File: src/rtl/keypad_pkg.sv
// Shared types and helpers for the keypad matrix scanner.
package keypad_pkg;

  typedef enum logic [1:0] {IDLE, CONFIRM, HELD} state_e;

  typedef enum logic [1:0] {NONE, SINGLE, MULTI} frame_e;

  function automatic int unsigned code_of(input int unsigned row, input int unsigned col,
                                          input int unsigned cols);
    return row * cols + col;
  endfunction

endpackage

File: src/rtl/keypad_scan_timer.sv
// Column scan timebase: holds each column low for SCAN_DIV cycles and flags the
// per-column sample point and the end of each full frame.
module keypad_scan_timer #(
  parameter int unsigned COLS     = 4,
  parameter int unsigned SCAN_DIV = 1000,
  localparam int unsigned DIV_W   = $clog2(SCAN_DIV),
  localparam int unsigned COL_W   = (COLS > 1) ? $clog2(COLS) : 1
) (
  input  logic             clk,
  input  logic             reset,
  output logic [COLS-1:0]  col_n,
  output logic [COL_W-1:0] col_idx,
  output logic             sample_stb_c,
  output logic             frame_end_c
);

  localparam logic [DIV_W-1:0] DIV_LAST = DIV_W'(SCAN_DIV - 1);
  localparam logic [COL_W-1:0] COL_LAST = COL_W'(COLS - 1);

  logic [DIV_W-1:0] div_cnt;

  assign sample_stb_c = (div_cnt == DIV_LAST);
  assign frame_end_c  = sample_stb_c && (col_idx == COL_LAST);

  always_ff @(posedge clk) begin
    if (reset) begin
      div_cnt <= '0;
      col_idx <= '0;
      col_n   <= ~COLS'(1);
    end else if (sample_stb_c) begin
      div_cnt <= '0;
      if (col_idx == COL_LAST) begin
        col_idx <= '0;
        col_n   <= ~COLS'(1);
      end else begin
        col_idx <= col_idx + COL_W'(1);
        col_n   <= ~(COLS'(1) << (col_idx + COL_W'(1)));
      end
    end else begin
      div_cnt <= div_cnt + DIV_W'(1);
    end
  end

endmodule

File: src/rtl/keypad_matrix_scanner.sv
// Scans a passive key matrix, debounces whole frames and reports single key
// presses through a valid/ack handshake; multi-key (ghost) frames are rejected.
module keypad_matrix_scanner
  import keypad_pkg::*;
#(
  parameter int unsigned ROWS     = 4,
  parameter int unsigned COLS     = 4,
  parameter int unsigned SCAN_DIV = 1000,
  parameter int unsigned DEBOUNCE = 4,
  localparam int unsigned CODE_W  = (ROWS * COLS > 1) ? $clog2(ROWS * COLS) : 1
) (
  input  logic              clk,
  input  logic              reset,
  input  logic [ROWS-1:0]   row_n,
  output logic [COLS-1:0]   col_n,
  output logic [CODE_W-1:0] key_code,
  output logic              key_valid,
  input  logic              key_ack,
  output logic              overrun
);

  localparam int unsigned COL_W = (COLS > 1) ? $clog2(COLS) : 1;
  localparam int unsigned CNT_W = $clog2(DEBOUNCE + 1);
  localparam logic [CNT_W-1:0] DB_LAST = CNT_W'(DEBOUNCE - 1);

  logic [ROWS-1:0]   row_meta, row_sync;
  logic [COL_W-1:0]  col_idx;
  logic              sample_stb_c, frame_end_c;
  logic [1:0]        frame_cnt, acc_cnt_c;
  logic [CODE_W-1:0] frame_code, acc_code_c;
  frame_e            frame_res_c;
  logic              accept_c;
  state_e            state;
  logic [CODE_W-1:0] cand;
  logic [CNT_W-1:0]  cnt, rel;

  keypad_scan_timer #(
    .COLS     (COLS),
    .SCAN_DIV (SCAN_DIV)
  ) u_timer (
    .clk          (clk),
    .reset        (reset),
    .col_n        (col_n),
    .col_idx      (col_idx),
    .sample_stb_c (sample_stb_c),
    .frame_end_c  (frame_end_c)
  );

  always_ff @(posedge clk) begin
    if (reset) begin
      row_meta <= '1;
      row_sync <= '1;
    end else begin
      row_meta <= row_n;
      row_sync <= row_meta;
    end
  end

  // Frame tally including the current sample; count saturates at 2 (= MULTI).
  always_comb begin
    acc_cnt_c  = frame_cnt;
    acc_code_c = frame_code;
    for (int unsigned r = 0; r < ROWS; r++) begin
      if (!row_sync[r]) begin
        if (acc_cnt_c != 2'd2) acc_cnt_c = acc_cnt_c + 2'd1;
        acc_code_c = CODE_W'(code_of(r, 32'(col_idx), COLS));
      end
    end
    frame_res_c = MULTI;
    if (acc_cnt_c == 2'd0)      frame_res_c = NONE;
    else if (acc_cnt_c == 2'd1) frame_res_c = SINGLE;
  end

  always_comb begin
    accept_c = 1'b0;
    if (frame_end_c && frame_res_c == SINGLE) begin
      if (state == IDLE)         accept_c = (DEBOUNCE == 1);
      else if (state == CONFIRM) accept_c = (acc_code_c == cand) && (cnt == DB_LAST);
    end
  end

  always_ff @(posedge clk) begin
    if (reset) begin
      frame_cnt  <= '0;
      frame_code <= '0;
      state      <= IDLE;
      cand       <= '0;
      cnt        <= '0;
      rel        <= '0;
      key_code   <= '0;
      key_valid  <= 1'b0;
      overrun    <= 1'b0;
    end else begin
      overrun <= 1'b0;
      if (key_ack && key_valid) key_valid <= 1'b0;
      if (sample_stb_c) begin
        frame_cnt  <= frame_end_c ? 2'd0 : acc_cnt_c;
        frame_code <= acc_code_c;
      end
      if (frame_end_c) begin
        unique case (state)
          IDLE: begin
            if (frame_res_c == SINGLE) begin
              cand  <= acc_code_c;
              cnt   <= CNT_W'(1);
              state <= CONFIRM;
            end
          end
          CONFIRM: begin
            if (frame_res_c == SINGLE && acc_code_c == cand) cnt <= cnt + CNT_W'(1);
            else state <= IDLE;
          end
          HELD: begin
            if (frame_res_c == NONE) begin
              if (rel == DB_LAST) state <= IDLE;
              else rel <= rel + CNT_W'(1);
            end else begin
              rel <= '0;
            end
          end
          default: state <= IDLE;
        endcase
        // A busy output slot turns the new press into an overrun pulse.
        if (accept_c) begin
          state <= HELD;
          rel   <= '0;
          if (!key_valid) begin
            key_code  <= acc_code_c;
            key_valid <= 1'b1;
          end else begin
            overrun <= 1'b1;
          end
        end
      end
    end
  end

endmodule
File: config.mk
export PLATFORM = sky130hd
export DESIGN_NAME = keypad_matrix_scanner
export DESIGN_NICKNAME = d
export VERILOG_FILES = /design/src/rtl/keypad_pkg.sv /design/src/rtl/keypad_scan_timer.sv /design/src/rtl/keypad_matrix_scanner.sv
export SDC_FILE = /design/constraint.sdc
export NUM_CORES = 1
export LEC_CHECK = 0
export ABC_AREA = 0
export BUFFER_PORTS_ARGS = -buffer_cell sky130_fd_sc_hd__buf_4
export CAP_MARGIN = 20
export CORE_AREA = 8 8 80 82
export DETAILED_ROUTE_END_ITERATION = 16
export DIE_AREA = 0 0 88 90
export GPL_TIMING_DRIVEN = 1
export HOLD_SLACK_MARGIN = 0.12
export PLACE_DENSITY = 0.69
export SETUP_SLACK_MARGIN = 0.3
export SYNTH_ARGS = -nofsm -noshare
export SYNTH_HDL_FRONTEND = slang
export SYNTH_SLANG_ARGS = --single-unit
File: constraint.sdc
create_clock -name clk -period 3.3 [get_ports clk]
set_input_delay 0.495 -clock clk [delete_from_list [all_inputs] [get_ports clk]]
set_output_delay 0.495 -clock clk [all_outputs]
set_load 0.005 [all_outputs]
==> implementation parameters, run 1 <==
Parameter                              Value

Run status
  Status    finished, final reports clean

GRT
  GRT Overall Usage    around 14%
  Wire length of the first global-routing pass    9350 um
  Antenna violations before repair    0
  Total grt overflow    0
  Number of global-route vias before repair    a little over 2000
  Largest net degree at the start of global routing    29

Hold path
  Cell depth of the worst min-delay path    2
  Type of the tightest min-delay check    in -> reg

Route
  Final routed DRC violation total    0
  Total iterations of the first detailed-routing run    4
  Total length of routed wires    around 5500 um
  Drt wl/cell    approximately 14 um
  Total via count in the routed design    approximately 2100
  Vias per inst    roughly 5.4
  Number of design-rule violations left by the first detailed-router iteration    135
  Number of nets with antenna violations after routing    0

Placement
  Sum of net half-perimeters after detailed placement    around 3800 um
  Placement-stage cell area    roughly 2800 um2
  Number of port buffers    16
  Last weighted congestion value of the routability-driven placer    ~0.80
  Placement Setup Slack    -0.00230 ns

Synthesis
  Post-Synthesis Mean Instance Area    just under 9 um2
  Prevailing post-synth register cell    sky130_fd_sc_hd__dfxtp_1
  Fraction of registers with async set/reset    0%
  Main combinational cell family by area after synthesis    simple AND/OR/NAND/NOR gates
  Xor-xnor portion of the synthesized cell area    4.53%
  Seq/Total Area, Yosys    approximately two fifths
  Number of synthesized register bits    between 40 and 50
  Synthesized netlist net count    around 310
  Number of synthesized flops with an enable pin    0
  Most frequent cell after synthesis    sky130_fd_sc_hd__dfxtp_1
  Area of the mapped netlist    between 2000 and 3000 um2
  Top-area cell type share of the netlist area    between 30% and 40%
  Yosys synthesis warning count    0
  Synth area leader    sky130_fd_sc_hd__dfxtp_1
  Top post-synthesis cells by area    sky130_fd_sc_hd__dfxtp_1, sky130_fd_sc_hd__ha_1, sky130_fd_sc_hd__nand2_1
  Gate Count Post-Synth    289
  Mux share of post-synthesis cell area    under 10%
  Ranking of synthesized cells by instance count    sky130_fd_sc_hd__dfxtp_1, sky130_fd_sc_hd__nand2_1, sky130_fd_sc_hd__nor2_1
  Post-synthesis compound-gate area fraction    14.9%
  Number of distinct library cells after synthesis    55
  Adder and majority cell fraction of the synthesized area    6.48%
  Post-synthesis simple-gate area fraction    between 20% and 30%

Floorplanning
  Area of the core    about 5200 um2
  Die height    ~90 um
  Core Rows    27
  Die ar.    approximately 7900 um2
  Initial Util    48.0%
  Ports placed on the boundary    17
  Width of the die    88 um

Finish
  Multi-input gate area    ~1600 um2
  Sequential cell area    967 um2
  Count of fill cells added during filler insertion    ~480
  Number of diodes    0
  Total non-filler cell area in the finished layout    3050 um2
  Net count, final    ~340
  Area grow syn2layout    21.4%
  Share of cells above drive strength 1    approximately a quarter

Clock network
  CTS Hold Bufs    0
  Clock latency on the worst-skew pair    around 0.30 ns
  Buffers from clock root to sink, at most    2
  Clock-pin slew on the worst setup and hold paths    around 0.090 ns
  Num CTS Buffers    5
  Number of levels in the clock H-tree    2
  CTS tree    done
  Root Driver    sky130_fd_sc_hd__clkbuf_8
  Clk sinks    48

Timing
  RSZ-0062 raised after global routing    yes
  Highest Clock Rate    between 300 and 400 MHz
  Hold WS    0.381 ns
  Final Skew    between 0.01 and 0.015 ns
  Minimum period implied by the final worst setup slack    between 3 and 4 ns
  Post-route setup slack    0.0874 ns
  Final number of setup-violating endpoints    0
  Tcrit/Tclk final    97.4%
  Final slew viol count    0
  Actual slew at the worst max-slew pin    around 0.82 ns
  Max-Slew Margin vs Limit    between 40% and 50%
  Hold violation count in the final report    0

Setup path
  Highest-delay cell along the critical path    sky130_fd_sc_hd__or4b_4
  Worst path required time    about 3.5 ns
  Dominant delay contributor by cell family on the critical path    simple AND/OR/NAND/NOR gates
  Crit. path cell count    11
  Classification of the worst setup path    reg -> reg
  Type of element capturing the critical path    register
  Largest stage delay on the critical path    0.49 ns
  Largest fanout on the critical path    5
  Number of cells on the worst reg-to-reg path    11
  Buffering stage count on the worst path with inverters included    2
  Arrival time of the worst setup path    roughly 3.5 ns
  Ordered cell list for the critical path    inv_2, ha_4, mux2_4, buf_4, a21oi_2, o22a_2, ha_1, a211o_4, or4b_4, or4_1, a21oi_1
  Worst Setup Start Kind    register

Power and ir drop
  Internal power    between 800 and 900 uW
  Switch share    approximately a quarter
  Highest ir drop seen on vdd    around 200 uV
  Portion of total power attributed to the clock network    about a third
  Gate power share    9.8%
  Leak pwr    roughly 0.0012 uW
  Pwr per Cell Area    ~350 nW/um2
  Sequential fraction of design power    between 50% and 60%
  Switching power total    between 200 and 300 uW

Flow run
  # Max-Cap Violations    0
==> final cells by class <==
cell class / count / share of cell area [%]
multi-input cells: 216 / 51.0
flip-flops and latches: 48 / 31.7
repair buffers: 39 / 9.73
well taps: 72 / 2.95
clock buffers: 7 / 2.83
inverters: 12 / 1.56
clock inverters: 1 / 0.246
==> repair_timing <==
item,4_1_cts,5_1_grt
resized for setup,6,9
setup endpoints to repair,15,18
pin swaps,3,7
buffers inserted,10,6
==> sequential cells by signal (all words and copies together) (netlist names) <==
register / flops
u_timer.div_cnt: 10
cand: 4
frame_code: 4
key_code: 4
row_meta: 4
row_sync: 4
u_timer.col_n: 4
cnt: 3
rel: 3
frame_cnt: 2
state: 2
u_timer.col_idx: 2
key_valid: 1
overrun: 1
==> layout by cell type (no fill, tap or decap), types with 5 or more instances in the layout <==
cell / netlist / routed
sky130_fd_sc_hd__buf_4: 0 / 38
sky130_fd_sc_hd__xnor2_1: 6 / 6
sky130_fd_sc_hd__ha_1: 13 / 12
sky130_fd_sc_hd__nand3_1: 18 / 17
sky130_fd_sc_hd__o211ai_1: 5 / 5
sky130_fd_sc_hd__clkbuf_8: 0 / 6
sky130_fd_sc_hd__a21oi_1: 18 / 17
sky130_fd_sc_hd__or2_2: 10 / 10
sky130_fd_sc_hd__nand2b_1: 5 / 5
sky130_fd_sc_hd__mux2i_1: 11 / 10
sky130_fd_sc_hd__nor2_1: 26 / 26
sky130_fd_sc_hd__inv_1: 11 / 9
sky130_fd_sc_hd__xor2_1: 7 / 7
sky130_fd_sc_hd__nand2_1: 32 / 32
sky130_fd_sc_hd__o21ai_0: 10 / 8
sky130_fd_sc_hd__dfxtp_1: 48 / 45
==> power groups by stage <==
stage | clock network, uW | registers, uW | logic, uW
2_1_floorplan | 0 | 605 | 68.4
3_3_place_gp | 0 | 610 | 84.7
3_5_place_dp | 0 | 610 | 86.5
4_1_cts | 368 | 597 | 91.9
5_1_grt | 399 | 599 | 114
6_report | 356 | 597 | 104
==> metal layers <==
metal	routed length, um	track usage, %	vias up	share of wire [%]
met1	2490	17.7	1009	46
met4	69	5.45	0	1.3
met3	184	2.64	7	3.4
li1	-	-	1085	-
met2	2730	24.0	35	50
met5	0	0	-	0
==> per-stage QoR <==
step	cells	power, uW	utilization, %	setup TNS (ns)
floorplan	289	673	-	0
finish	395	1060	58.2	0
global route	395	1110	58.2	-0.192
detailed placement	371	697	53.0	-0.00230
global placement	371	695	53.0	0
CTS	389	1060	56.6	0
==> final timing paths <==
path | start | to | slack [ns]
max reg2reg | frame_cnt[1] | cnt[2] | 0.09
min reg2reg | row_meta[3] | row_sync[3] | 0.41
max | frame_cnt[1] | cnt[2] | 0.09
min | row_n[2] | row_meta[2] | 0.38
==> logic make-up after synthesis <==
logic type | Yosys count
AND/OR/NAND/NOR | 123
AO/OA/AOI/OAI | 54
flip-flops | 48
buffers and inverters | 25
XOR/XNOR | 13
multiplexers | 13
adder cells (fa/ha/maj) | 13
Power figures use the tool's default switching activity.
==> inputs of run 2 (changes only) <==
--- a/config.mk
+++ b/config.mk
@@ -14,7 +14,7 @@
 export GPL_TIMING_DRIVEN = 1
 export HOLD_SLACK_MARGIN = 0.12
 export PLACE_DENSITY = 0.69
-export SETUP_SLACK_MARGIN = 0.3
+export SETUP_SLACK_MARGIN = 0.5
 export SYNTH_ARGS = -nofsm -noshare
 export SYNTH_HDL_FRONTEND = slang
 export SYNTH_SLANG_ARGS = --single-unit
==> implementation parameters, run 2 (synthesis gave the netlist of run 1 again) <==
Parameter                              Value

Run status
  Status    finished, final reports clean

Clock network
  Buffers from clock root to sink, at most    2
  Root Driver    sky130_fd_sc_hd__clkbuf_8
  Clock latency on the worst-skew pair    around 0.30 ns
  Clk sinks    48
  Num CTS Buffers    5
  Clock-pin slew on the worst setup and hold paths    roughly 0.1 ns
  Number of levels in the clock H-tree    2
  CTS tree    done

Placement
  Placement-stage cell area    around 2800 um2
  Sum of net half-perimeters after detailed placement    a little under 4000 um
  Last weighted congestion value of the routability-driven placer    a little over 0.8
  Number of port buffers    16

Floorplanning
  Ports placed on the boundary    17
  Area of the core    approximately 5200 um2
  Die height    roughly 90 um
  Initial Util    48.0%
  Die ar.    7920 um2
  Width of the die    approximately 88 um
  Core Rows    27

Power and ir drop
  Highest ir drop seen on vdd    between 200 and 250 uV
  Pwr per Cell Area    353 nW/um2
  Leak pwr    about 0.0012 uW

Setup path
  R2r setup slk    between 0.1 and 0.15 ns
  Worst Setup Start Kind    register
  Top cell by count, worst path    sky130_fd_sc_hd__a21oi_1
  Ordered cell list for the critical path    inv_2, ha_4, mux2_4, a211oi_2, a311oi_1, a21oi_1, a21oi_1, ha_1, a211o_4, or4b_4, or4_1, a21oi_1
  Timing startpoint of the critical path    frame_cnt[1]
  Reg2reg start    frame_cnt[1]
  Number of cells on the worst reg-to-reg path    12
  Worst path required time    about 3.5 ns
  Largest stage delay on the critical path    between 0.5 and 0.6 ns
  Largest fanout on the critical path    6
  Critical register-to-register path endpoint    cnt[2]
  Classification of the worst setup path    reg -> reg
  Arrival time of the worst setup path    about 3.4 ns
  Type of element capturing the critical path    register
  Highest-delay cell along the critical path    sky130_fd_sc_hd__or4b_4

Finish
  Most common cell after layout, fill and taps aside    sky130_fd_sc_hd__dfxtp_1
  Total non-filler cell area in the finished layout    between 3000 and 4000 um2
  Flip-flop count of the largest register after layout    10
  Net count, final    ~340
  Number of diodes    0
  Commonest non-fill, non-tap cells in the layout    sky130_fd_sc_hd__dfxtp_1, sky130_fd_sc_hd__buf_4, sky130_fd_sc_hd__nand2_1, sky130_fd_sc_hd__nor2_1, sky130_fd_sc_hd__a21oi_1
  Register name with the most flops    u_timer.div_cnt
  Area grow syn2layout    20.5%
  Share of cells above drive strength 1    27.4%

GRT
  Antenna violations before repair    0
  Largest net degree at the start of global routing    29
  Number of global-route vias before repair    between 2000 and 2500
  GRT Overall Usage    around 15%
  Wire length of the first global-routing pass    9580 um
  Total grt overflow    0

Timing
  Hold WS    about 0.38 ns
  Final number of setup-violating endpoints    0
  Final slew viol count    0
  Actual slew at the worst max-slew pin    approximately 0.80 ns
  Tcrit/Tclk final    ~97%
  Minimum period implied by the final worst setup slack    around 3.2 ns
  Highest Clock Rate    about 310 MHz
  Final Skew    about 0.014 ns
  Hold violation count in the final report    0
  Max-Slew Margin vs Limit    a little under half
  Final total negative setup slack    0 ns
  RSZ-0062 raised after global routing    yes

Hold path
  Hold path endpoint    row_meta[2]
  Type of the tightest min-delay check    in -> reg
  Start point of the worst min-delay path    row_n[2]
  Cell depth of the worst min-delay path    2

Route
  Total iterations of the first detailed-routing run    5
  Drt wl/cell    around 14 um
  Number of design-rule violations left by the first detailed-router iteration    122
  Final routed DRC violation total    0
  Number of nets with antenna violations after routing    0
  Total via count in the routed design    2140
  Vias per inst    between 5 and 6
  Total length of routed wires    5430 um

Flow run
  # Max-Cap Violations    0
[run 2: cell count changes in the layout (fill, tap and decap cells not counted), sizes merged]
| cell | before | now |
|---|---|---|
| clkbuf | 7 | 6 |
| inv | 11 | 12 |
| clkinv | 1 | 2 |
| clkinvlp | 1 | 0 |
| buf | 39 | 34 |
[run 2: final cells by class]
type | instances | area (um2)
Tap cell | 72 | 90.1
Clock inverter | 2 | 13.8
Sequential cell | 48 | 967
Fill cell | 485 | 2210
Clock buffer | 6 | 82.6
Multi-Input combinational cell | 216 | 1570
Inverter | 12 | 45.0
Timing Repair Buffer | 34 | 255
[run 2: critical path, delay by kind of cell (launching register included)]
| family | cells | cell delay, ns |
|---|---|---|
| flops | 1 | 0.34 |
| simple gates | 2 | 0.99 |
| compound gates | 6 | 0.91 |
| buf+inv | 1 | 0.05 |
| fa+ha+maj | 2 | 0.54 |
| mux | 1 | 0.31 |
[run 2: how the worst max path moves through the flow]
stage / endpoint / slack, ns / cells past startpoint
3_3_place_gp: rel[0] / 0.08 / 12
4_1_cts: cnt[2] / 0.13 / 12
6_report: cnt[2] / 0.11 / 12
3_5_place_dp: rel[0] / 0.02 / 12
2_1_floorplan: cnt[2] / 0.20 / 12
5_1_grt: cnt[2] / 0.001 / 12
[run 2: layer usage]
metal	vias up	track usage [%]	part of all wire [%]	routed length, um
met3	12	3.09	3.5	191
met2	35	23.6	48	2620
met1	1017	18.0	46	2500
li1	1076	-	-	-
met4	0	6.17	2.1	114
met5	-	0	0	0
[run 2: metrics by stage]
step                std cells  setup WS [ns]  power, uW  util [%]
detailed placement        372         0.0170        702      53.3
floorplan                 289          0.203        674         -
finish                    390          0.108       1070      57.8
CTS                       389          0.127       1080      57.0
global route              390        0.00100       1120      57.8
global placement          372         0.0836        700      53.3
[run 2: timing repair]
item | 4_1_cts | 5_1_grt
resized for setup | 7 | 7
pin swaps | 6 | 3
cloned | 0 | 0
endpoints found under the setup margin | 18 | 18
setup buffers | 9 | 1
hold buffers | 0 | 0
hold endpoints to repair | 0 | 0
[run 2: power breakdown]
part           internal (uW)  total [uW]  switching, uW
clock                    172         370            199
sequential               587         597           10.3
combinational           46.6         101           54.2
total                    805        1070            263
==> inputs of run 3 (changes only) <==
--- a/config.mk
+++ b/config.mk
@@ -14,6 +14,7 @@
 export GPL_TIMING_DRIVEN = 1
 export HOLD_SLACK_MARGIN = 0.12
 export PLACE_DENSITY = 0.69
+export RECOVER_POWER = 25
 export SETUP_SLACK_MARGIN = 0.5
 export SYNTH_ARGS = -nofsm -noshare
 export SYNTH_HDL_FRONTEND = slang
==> implementation parameters, run 3 (synthesis gave the netlist of run 1 again) <==
Parameter                              Value

Run status
  Status    finished, final reports clean

Finish
  Register name with the most flops    u_timer.div_cnt
  Share of cells above drive strength 1    between 20% and 30%
  Commonest non-fill, non-tap cells in the layout    sky130_fd_sc_hd__dfxtp_1, sky130_fd_sc_hd__nand2_1, sky130_fd_sc_hd__buf_4, sky130_fd_sc_hd__nor2_1, sky130_fd_sc_hd__a21oi_1
  Area grow syn2layout    20.5%
  Number of diodes    0
  Net count, final    337
  Most common cell after layout, fill and taps aside    sky130_fd_sc_hd__dfxtp_1
  Flip-flop count of the largest register after layout    10
  Non-filler instance count after layout    390

Clock network
  Clock-pin slew on the worst setup and hold paths    roughly 0.1 ns
  Clk sinks    48
  Buffers from clock root to sink, at most    2
  Num CTS Buffers    5
  Clock latency on the worst-skew pair    between 0.3 and 0.4 ns
  CTS Hold Bufs    0
  Root Driver    sky130_fd_sc_hd__clkbuf_8
  CTS tree    done
  Number of levels in the clock H-tree    2

Timing
  Final Skew    0.0156 ns
  RSZ-0062 raised after global routing    yes
  Minimum period implied by the final worst setup slack    roughly 3.2 ns
  Tcrit/Tclk final    96.6%
  Highest Clock Rate    314 MHz
  Post-route setup slack    0.112 ns
  Hold violation count in the final report    0
  Actual slew at the worst max-slew pin    roughly 0.8 ns
  Final slew viol count    0
  Final number of setup-violating endpoints    0
  Max-Slew Margin vs Limit    between 40% and 50%
  Final total negative setup slack    0 ns

Placement
  # placed instances    about 370
  Sum of net half-perimeters after detailed placement    3860 um
  Last weighted congestion value of the routability-driven placer    about 0.83
  Number of port buffers    16
  Placement Setup Slack    ~0.017 ns

Route
  Number of nets with antenna violations after routing    0
  Final routed DRC violation total    0
  Total length of routed wires    about 5400 um
  Drt wl/cell    14.0 um
  Vias per inst    between 5 and 6
  Total via count in the routed design    2136
  Number of design-rule violations left by the first detailed-router iteration    ~150
  Total iterations of the first detailed-routing run    5

GRT
  Number of global-route vias before repair    between 2000 and 2500
  Total grt overflow    0
  Antenna violations before repair    0
  Largest net degree at the start of global routing    29
  GRT Overall Usage    14.6%
  Wire length of the first global-routing pass    9580 um

Setup path
  Arrival time of the worst setup path    between 3 and 4 ns
  Worst Setup Start Kind    register
  Worst path required time    around 3.6 ns
  Largest fanout on the critical path    6
  Type of element capturing the critical path    register
  Classification of the worst setup path    reg -> reg

Power and ir drop
  Gate power share    about a tenth
  Switching power total    ~270 uW
  Switch share    between 20% and 30%
  Internal power    ~800 uW
  Portion of total power attributed to the clock network    a little over a third
  Sequential fraction of design power    between 50 and 60%
  Highest ir drop seen on vdd    217 uV
  Leak pwr    between 0.001 and 0.0015 uW
  Pwr per Cell Area    roughly 350 nW/um2

Flow run
  # Max-Cap Violations    0

Floorplanning
  Area of the core    approximately 5200 um2
  Ports placed on the boundary    17
  Initial Util    between 40% and 50%
  Width of the die    between 80 and 90 um
  Core Rows    27
  Die height    around 90 um
  Die ar.    approximately 8000 um2

Hold path
  Type of the tightest min-delay check    in -> reg
## run 3: area by class of cell
cell class | count | area [um2]
Inverter | 12 | 45.0
Sequential cell | 48 | 967
Clock inverter | 2 | 13.8
Clock buffer | 6 | 82.6
Fill cell | 485 | 2210
Multi-Input combinational cell | 216 | 1570
Tap cell | 72 | 90.1
Timing Repair Buffer | 34 | 255
## run 3: final timing paths
kind                                    from     endpoint  slack, ns  depth (start not counted)
worst min register to register   row_meta[0]  row_sync[0]       0.41                          1
worst max-delay path            frame_cnt[1]       cnt[2]       0.11                         12
worst max register to register  frame_cnt[1]       cnt[2]       0.11                         12
worst min-delay path                row_n[2]  row_meta[2]       0.38                          2
## run 3: power groups by stage
stage          Clock [uW]  Combinational, uW  Sequential, uW
6_report              372                101             597
3_3_place_gp            0               90.1             610
5_1_grt               407                112             599
2_1_floorplan           0               68.8             605
3_5_place_dp            0               91.2             610
4_1_cts               387               96.3             597
## run 3: routing by layer
metal / up-vias / track usage (%) / wire length [um]
met5: - / 0 / 0
met4: 0 / 6.17 / 142
met3: 15 / 3.09 / 167
met2: 36 / 23.6 / 2590
met1: 1012 / 18.0 / 2550
li1: 1073 / - / -
## run 3: through the flow
stage               util, %  instance area, um2  total power [uW]  hold slack, ns
finish                 57.8                3030              1070           0.376
global route           57.8                3030              1120           0.361
CTS                    57.0                2980              1080           0.366
detailed placement     53.3                2790               702           0.395
global placement       53.3                2790               700           0.394
floorplan                 -                2600               674           0.389
## run 3: repair_timing
item	4_1_cts	5_1_grt
resized for setup	7	7
setup endpoints to repair	18	18
cloned	0	0
pin swaps	6	3
buffers inserted	9	1
## run 3: worst max-delay path, cell delays in order (launching register included)
cell,delay [ns]
sky130_fd_sc_hd__dfxtp_2,0.34
sky130_fd_sc_hd__inv_2,0.05
sky130_fd_sc_hd__ha_4,0.23
sky130_fd_sc_hd__mux2_4,0.31
sky130_fd_sc_hd__a211oi_2,0.17
sky130_fd_sc_hd__a311oi_1,0.07
sky130_fd_sc_hd__a21oi_1,0.13
sky130_fd_sc_hd__a21oi_1,0.06
sky130_fd_sc_hd__ha_1,0.31
sky130_fd_sc_hd__a211o_4,0.35
sky130_fd_sc_hd__or4b_4,0.51
sky130_fd_sc_hd__or4_1,0.48
sky130_fd_sc_hd__a21oi_1,0.13
